### src/rtl/tmr_mult_pkg.sv
// tmr_mult_pkg: default geometry and saturation constant shared by the
// triple-redundant sign-magnitude multiplier.
`default_nettype none

package tmr_mult_pkg;

  localparam int DEF_WIDTH     = 16;
  localparam int DEF_INT_BITS  = 6;
  localparam int DEF_FRAC_BITS = 10;
  localparam int DEF_STAGES    = 2;
  localparam int DEF_CNT_W     = 8;

  // Largest magnitude representable in a default-width word.
  localparam logic [DEF_WIDTH-2:0] DEF_MAX_MAG = {(DEF_WIDTH-1){1'b1}};

endpackage

`default_nettype wire

### src/rtl/sm_mult_core.sv
// sm_mult_core: one pipelined sign-magnitude fixed-point multiplier replica
// with saturation, +0 normalisation and an LSB fault-injection hook.
`default_nettype none

module sm_mult_core
  import tmr_mult_pkg::*;
#(
  parameter int WIDTH     = DEF_WIDTH,
  parameter int FRAC_BITS = DEF_FRAC_BITS,
  parameter int STAGES    = DEF_STAGES
) (
  input  logic             clk,
  input  logic             rst_n,
  input  logic             en,
  input  logic [WIDTH-1:0] a,
  input  logic [WIDTH-1:0] b,
  input  logic             fault,
  output logic [WIDTH:0]   q
);

  localparam int MW = WIDTH - 1;
  localparam int PW = 2 * MW;
  localparam logic [MW-1:0] MAX_MAG = {MW{1'b1}};

  logic [MW-1:0]              mag_a;
  logic [MW-1:0]              mag_b;
  logic [PW-1:0]              prod;
  logic [PW-1:0]              shifted;
  logic                       ovf_c;
  logic [MW-1:0]              mag_c;
  logic                       sign_c;
  logic [WIDTH-1:0]           res_c;
  logic [STAGES-1:0][WIDTH:0] stage_q;
  logic [STAGES-1:0][WIDTH:0] stage_d;

  always_comb begin
    mag_a   = a[MW-1:0];
    mag_b   = b[MW-1:0];
    prod    = PW'(mag_a) * PW'(mag_b);
    shifted = prod >> FRAC_BITS;
    ovf_c   = shifted > PW'(MAX_MAG);
    mag_c   = ovf_c ? MAX_MAG : shifted[MW-1:0];
    // Sign is dropped on a zero magnitude so -0 never leaves the core.
    sign_c  = (a[WIDTH-1] ^ b[WIDTH-1]) && (mag_c != '0);
    res_c   = {sign_c, mag_c};
    res_c[0] = res_c[0] ^ fault;

    stage_d = stage_q;
    if (en) begin
      stage_d[0] = {ovf_c, res_c};
      for (int i = 1; i < STAGES; i++) begin
        stage_d[i] = stage_q[i-1];
      end
    end
  end

  always_ff @(posedge clk) begin
    if (!rst_n) begin
      stage_q <= '0;
    end else begin
      stage_q <= stage_d;
    end
  end

  assign q = stage_q[STAGES-1];

endmodule

`default_nettype wire

### src/rtl/tmr_pipe_multiplier.sv
// tmr_pipe_multiplier: three lockstep multiplier replicas behind a valid/ready
// pipeline, with bitwise majority voting and a saturating disagreement counter.
`default_nettype none

module tmr_pipe_multiplier
  import tmr_mult_pkg::*;
#(
  parameter int WIDTH     = DEF_WIDTH,
  parameter int INT_BITS  = DEF_INT_BITS,
  parameter int FRAC_BITS = DEF_FRAC_BITS,
  parameter int STAGES    = DEF_STAGES,
  parameter int CNT_W     = DEF_CNT_W
) (
  input  logic             clk,
  input  logic             rst_n,
  input  logic             in_valid,
  output logic             in_ready,
  input  logic [WIDTH-1:0] a,
  input  logic [WIDTH-1:0] b,
  input  logic [2:0]       fault_inj,
  output logic             out_valid,
  input  logic             out_ready,
  output logic [WIDTH-1:0] result,
  output logic             ovf,
  output logic             invalid,
  output logic [CNT_W-1:0] err_cnt
);

  if (WIDTH != INT_BITS + FRAC_BITS) begin : g_bad_width
    $error("tmr_pipe_multiplier: WIDTH must equal INT_BITS + FRAC_BITS");
  end
  if (STAGES < 1 || STAGES > 4) begin : g_bad_stages
    $error("tmr_pipe_multiplier: STAGES must be within 1..4");
  end

  logic                   advance;
  logic [STAGES-1:0]      valid_q;
  logic [STAGES-1:0]      valid_d;
  logic [CNT_W-1:0]       err_cnt_q;
  logic [CNT_W-1:0]       err_cnt_d;
  logic [2:0][WIDTH:0]    rep_q;
  logic [WIDTH:0]         voted;
  logic                   disagree;

  // A held output freezes the whole pipe, bubbles included.
  assign out_valid = valid_q[STAGES-1];
  assign in_ready  = !(out_valid && !out_ready);
  assign advance   = in_ready;

  for (genvar i = 0; i < 3; i++) begin : g_replica
    sm_mult_core #(
      .WIDTH     (WIDTH),
      .FRAC_BITS (FRAC_BITS),
      .STAGES    (STAGES)
    ) u_core (
      .clk   (clk),
      .rst_n (rst_n),
      .en    (advance),
      .a     (a),
      .b     (b),
      .fault (fault_inj[i]),
      .q     (rep_q[i])
    );
  end

  always_comb begin
    voted    = (rep_q[0] & rep_q[1]) | (rep_q[0] & rep_q[2]) | (rep_q[1] & rep_q[2]);
    disagree = (rep_q[0] != rep_q[1]) || (rep_q[0] != rep_q[2]);

    valid_d = valid_q;
    if (advance) begin
      valid_d[0] = in_valid;
      for (int i = 1; i < STAGES; i++) begin
        valid_d[i] = valid_q[i-1];
      end
    end

    err_cnt_d = err_cnt_q;
    if (out_valid && out_ready && disagree && (err_cnt_q != {CNT_W{1'b1}})) begin
      err_cnt_d = err_cnt_q + CNT_W'(1);
    end
  end

  always_ff @(posedge clk) begin
    if (!rst_n) begin
      valid_q   <= '0;
      err_cnt_q <= '0;
    end else begin
      valid_q   <= valid_d;
      err_cnt_q <= err_cnt_d;
    end
  end

  assign result  = voted[WIDTH-1:0];
  assign ovf     = voted[WIDTH];
  assign invalid = disagree;
  assign err_cnt = err_cnt_q;

endmodule

`default_nettype wire

### config.mk
export PLATFORM = sky130hd
export DESIGN_NAME = tmr_pipe_multiplier
export DESIGN_NICKNAME = d
export VERILOG_FILES = /design/src/rtl/tmr_mult_pkg.sv /design/src/rtl/sm_mult_core.sv /design/src/rtl/tmr_pipe_multiplier.sv
export SDC_FILE = /design/constraint.sdc
export NUM_CORES = 1
export LEC_CHECK = 0
export ABC_AREA = 0
export CAP_MARGIN = 20
export CORE_ASPECT_RATIO = 1.5
export CORE_MARGIN = 4
export CORE_UTILIZATION = 40
export DETAILED_ROUTE_END_ITERATION = 8
export PLACE_DENSITY = 0.69
export SETUP_SLACK_MARGIN = 0.1
export SLEW_MARGIN = 40
export SYNTH_ARGS = -nofsm -noshare
export SYNTH_HDL_FRONTEND = slang
export SYNTH_SLANG_ARGS = --single-unit
### constraint.sdc
create_clock -name clk -period 11.9 [get_ports clk]
set_input_delay 1.785 -clock clk [delete_from_list [all_inputs] [get_ports clk]]
set_output_delay 1.785 -clock clk [all_outputs]
set_load 0.05 [all_outputs]
Yosys cells after proc, flatten, opt, wreduce, memory -nomap -nowiden
Cells that the tools add are included.
Widths: inputs -> output; s select.
{"block": "word_totals", "ff_bits": 112, "in_bits": 39, "out_inout_bits": 28, "wordCells": 33}
{"block": "op_classes", "addsub": 1, "mul": 1, "order_cmp": 1, "n_eq_ne": 3, "mux": 1, "n_bitwise": 9, "reduce_logical": 9}
{"op": "$and 17x17->17", "count": 3}
{"op": "$ne 17x17->1", "count": 2}
{"op": "$or 17x17->17", "count": 2}
{"op": "$mul 15x15->30", "count": 1}
{"op": "$gt 20x15->1 const B", "count": 1}
{"op": "$mux 15", "count": 1}
{"op": "$reduce_bool 15->1", "count": 1}
{"op": "$add 8x1->8 const B", "count": 1}
{"op": "$ne 8x8->1 const B", "count": 1}
{"op": "$logic_and 1x1->1", "count": 5}
{"op": "$xor 1x1->1", "count": 4}
{"op": "$logic_not 1->1", "count": 2}
{"op": "$logic_or 1x1->1", "count": 1}

Longest topological paths before layout
{"block": "logic_depth", "word_depth": 5, "mapped_depth": 25, "depth_no_buf": 23}

Modules after synthesis
Synthesis repeated with hierarchy kept, for this count alone.
{"block": "unflattened", "cells_unflattened": 3216, "area_unflattened_um2": 28444.8}
{"mod": "sm_mult_core (g_replica[1].u_core)", "n_inst": 1, "cells_each": 1059, "area_each_um2": 9346.5, "seq_area_each_um2": 680.7}
{"mod": "sm_mult_core (g_replica[2].u_core)", "n_inst": 1, "cells_each": 1011, "area_each_um2": 8973.6, "seq_area_each_um2": 680.7}
{"mod": "sm_mult_core (g_replica[0].u_core)", "n_inst": 1, "cells_each": 1021, "area_each_um2": 8936.1, "seq_area_each_um2": 680.7}
{"mod": "tmr_pipe_multiplier", "n_inst": 1, "cells_each": 125, "area_each_um2": 1188.6, "seq_area_each_um2": 200.2}

Worst setup path after synthesis
Ideal clock, no wire load.
{"block": "synth_path", "path_type": "input to register", "start": "input port a[9]", "end": "register g_replica[2].u_core.stage_q[11] (netlist bit)", "setup_time_ns": 0.118, "t_arrival_ns": 7.459, "t_required_ns": 11.782, "path_slack_ns": 4.323, "stages": 23, "path_buffers": 2, "path_cell_list": "clkbuf_1 -> and2_1 -> fa_1 -> inv_1 -> fa_1 -> inv_1 -> fa_1 -> fa_1 -> fa_1 -> inv_1 -> fa_1 -> inv_1 -> ha_1 -> a21oi_1 -> o21ai_1 -> a41oi_1 -> nor3_1 -> or4_1 -> xor2_1 -> nand3b_4 -> buf_2 -> nor3_1 -> nor2_1"}
{"block": "synth_between", "elab_chain_cells": 3}
{"item": "start: declaration", "line_no": "tmr_pipe_multiplier.sv:18", "source": "input logic [WIDTH-1:0] a,"}
{"item": "$mul 15x15->30 *", "line_no": "sm_mult_core.sv:39", "source": "prod = PW'(mag_a) * PW'(mag_b);"}
{"item": "$gt 20x15->1", "line_no": "sm_mult_core.sv:41", "source": "ovf_c = shifted > PW'(MAX_MAG);"}
{"item": "$mux 15 *", "line_no": "sm_mult_core.sv:42", "source": "mag_c = ovf_c ? MAX_MAG : shifted[MW-1:0];"}
{"item": "end signal: assignment", "line_no": "sm_mult_core.sv:61", "source": "stage_q <= stage_d;"}
{"item": "end: declaration", "line_no": "sm_mult_core.sv:33", "source": "logic [STAGES-1:0][WIDTH:0] stage_q;"}
Mark *: on every way between the ends. The rest lies on a longest branch, timed or not.
A chain may end at the register's enable or synchronous reset.

Worst setup path after layout
{"block": "layout_path", "start": "input port a[9]", "end": "register g_replica[1].u_core.stage_q[0] (netlist bit)"}
{"block": "layout_between", "elab_chain_cells": 4}
{"item": "$mul 15x15->30 *", "line_no": "sm_mult_core.sv:39"}
{"item": "$gt 20x15->1", "line_no": "sm_mult_core.sv:41"}
{"item": "$mux 15 *", "line_no": "sm_mult_core.sv:42"}
{"item": "$xor 1x1->1 *", "line_no": "sm_mult_core.sv:46", "source": "res_c[0] = res_c[0] ^ fault;"}
{"item": "end signal: assignment", "line_no": "sm_mult_core.sv:61"}
{"item": "end: declaration", "line_no": "sm_mult_core.sv:33"}
Marked as above.

==> flow_metrics.env <==
export IMPL_final_common_cell="inv_1"
export IMPL_worstMarginPinSlew_ps=748
export IMPL_cp_max_fo=19
export IMPL_syn_area_per_cell_um2=8.71
export IMPL_synth_area_leaders="fa_1, ha_1, dfxtp_1"
export IMPL_dp_hpwl_mm=18.1
export IMPL_cp_slowest_stage_delay_ps=790
export IMPL_hold_class="flop to flop"
export IMPL_synth_async_reset_ratio_pct=0
export IMPL_initial_utilization_pct=40.9
export IMPL_cts_num_sinks=48
export IMPL_setup_tns_ps=0
export IMPL_hold_viol_final=0
export IMPL_portBuffers=66
export IMPL_crit_path_end_kind="flop"
export IMPL_maxSlewViolCount=0
export IMPL_core_area_um2=23100
export IMPL_fin_crit_ps=8510
export IMPL_post_cts_buffers=0
export IMPL_wl_per_cell_um=15.5
export IMPL_cts_tree="done"
export IMPL_syn_nets=1386
export IMPL_clock_latency_ps=280
export IMPL_grt_start_max_net_pins=55
export IMPL_maxCapViolCount=0
export IMPL_required_ps=12120
export IMPL_nets=1400
export IMPL_final_cell_mix="inv_1, fa_1, nand2_1"
export IMPL_grt_pass1_vias=7667
export IMPL_relSlewSlack_pct=50.0
export IMPL_worstPathCellList="clkdlybuf4s50_1 -> and2_1 -> fa_1 -> inv_1 -> fa_1 -> inv_1 -> fa_1 -> fa_1 -> fa_1 -> inv_1 -> fa_1 -> inv_1 -> ha_1 -> a21oi_1 -> o21ai_1 -> a41oi_1 -> nor3_1 -> or4_1 -> xor2_1 -> nand3b_4 -> or3_1 -> nand3_1"
export IMPL_avgViaCountPerCell=5.08
export IMPL_synth_top_cell_area_share_pct=35.1
export IMPL_period_share_pct=71.5
export IMPL_post_synth_top_area_cell="fa_1"
export IMPL_h_tree_depth=2
export IMPL_fp_row_count=68
export IMPL_cpMostUsedCell="fa_1"
export IMPL_drtPass1Iterations=5
export IMPL_dieArea_um2=26200
export IMPL_ctsHoldBuffers=0
export IMPL_synthCells=1087
export IMPL_path_clk_slew_ps=60
export IMPL_cp_start_kind="primary input"
export IMPL_synth_seq_cells=48
export IMPL_yosysWarnings=0
export IMPL_die_h_um=196
export IMPL_area_growth_pct=9.92
export IMPL_n_fill_cell=2264
export IMPL_die_w_um=134
export IMPL_grt_overflow_total=0
export IMPL_drt_total_wl_mm=22.0
export IMPL_critical_path_buf_inv_count=5
export IMPL_arrival_ps=8730
export IMPL_io_pins=67
export IMPL_synth_distinct_cells=51
export IMPL_clockBufferDepth=2
export IMPL_fin_skew_ps=6.99
export IMPL_path_delay_family="adder cells"
export IMPL_syn_area_um2=9470
export IMPL_synth_edf_count=0
export IMPL_grt_first_pass_wirelength_mm=36.9
export IMPL_ant_nets=0
export IMPL_finalSetupViolCount=0
export IMPL_status="complete, no violations"
export IMPL_multi_input_area_um2=7480
export IMPL_ys_flop_type="dfxtp_1"
export IMPL_vias=7194
export IMPL_drive_gt1_share_pct=1.81
export IMPL_grt_total_usage_pct=17.1
export IMPL_seq_area_frac_synth_pct=10.1
export IMPL_drcViolationCount=0
export IMPL_routabilityCongestion=0.889
export IMPL_grt_antenna_before_repair=0
export IMPL_crit_type="primary input to flop"
export IMPL_crit_slowest_cell="clkdlybuf4s50_1"
export IMPL_seqCellArea_um2=961
export IMPL_max_clock_freq_ghz=0.118
export IMPL_cts_root_buf="clkbuf_16"
export IMPL_diodes=0
export IMPL_cts_resized=0
export IMPL_rsz0062_at_grt="false"
export IMPL_cts_inserted_buffers=5
export IMPL_drtIter0Drc=330
## final cells by class
class | count | share of cell area, %
Inverter | 198 | 7.15
Tap cell | 315 | 3.79
Multi-Input combinational cell | 780 | 71.9
Sequential cell | 48 | 9.23
Clock inverter | 2 | 0.144
Timing Repair Buffer | 68 | 6.49
Clock buffer | 6 | 1.33
## state kept, by name (all words and copies together) (netlist names)
register	flops
err_cnt	8
g_replica.u_core.q	19
g_replica.u_core.stage_q	19
valid_q	2
## metrics by stage
step,std cells,hold WS [ps],cell area (µm²),setup WS [ps],utilization [%]
6_report,1417,461,10400,3390,45.0
5_1_grt,1417,476,10400,3120,45.0
4_1_cts,1417,466,10400,3360,45.0
3_5_place_dp,1409,454,10300,3080,44.3
3_3_place_gp,1409,451,10300,3200,44.3
2_1_floorplan,1087,440,9470,4320,-
## final timing paths
kind | slack, ps | to | cells after the start | from
max reg2reg | 9910 | g_replica[2].u_core.stage_q[10]$_SDFFE_PN0N_ | 5 | valid_q[1]$_SDFFE_PN0N_
max | 3390 | g_replica[1].u_core.stage_q[0]$_SDFFE_PN0N_ | 22 | a[9]
min reg2reg | 460 | g_replica[0].u_core.q[10]$_SDFFE_PN0N_ | 2 | g_replica[0].u_core.q[10]$_SDFFE_PN0N_
min | 460 | g_replica[0].u_core.q[10]$_SDFFE_PN0N_ | 2 | g_replica[0].u_core.q[10]$_SDFFE_PN0N_
## layer usage
| metal | part of all wire (%) | GRT usage [%] | up-vias |
|---|---|---|---|
| li1 | - | - | 3374 |
| met1 | 39 | 19.9 | 3585 |
| met2 | 55 | 32.8 | 174 |
| met3 | 3.3 | 1.17 | 61 |
| met4 | 3.5 | 6.02 | 0 |
| met5 | 0 | 0 | - |
## tightest hold or removal path, stage by stage (launching register included)
cell,delay (ps)
dfxtp_1,310
nand2_1,50
a21boi_0,60
## cells by family after synthesis
group | share of synthesized area (%)
and+or+nand+nor | 20.3
adders and majority gates | 47.5
buffers and inverters | 10.9
AOI/OAI and AO/OA | 8.22
DFF | 10.1
xor gates and xnor gates | 2.59
muxes | 0.317
## cells in the mapped netlist (4+ instances only)
master / instances
fa_1: 166
o21ai_0: 27
buf_4: 15
nor2_1: 24
or3_1: 7
a21boi_0: 23
nand2_1: 146
a21o_1: 4
o21a_1: 4
inv_1: 197
nor3_1: 15
xor2_1: 12
nor3b_1: 4
nor2b_1: 4
and2_1: 143
ha_1: 94
xnor2_1: 16
clkbuf_1: 44
nand3_1: 11
nand4_1: 9
a31oi_1: 5
dfxtp_1: 48
a21oi_1: 19
Power is not shown: default switching activity piles up to over one toggle a cycle in this logic, so the estimate is an artifact.
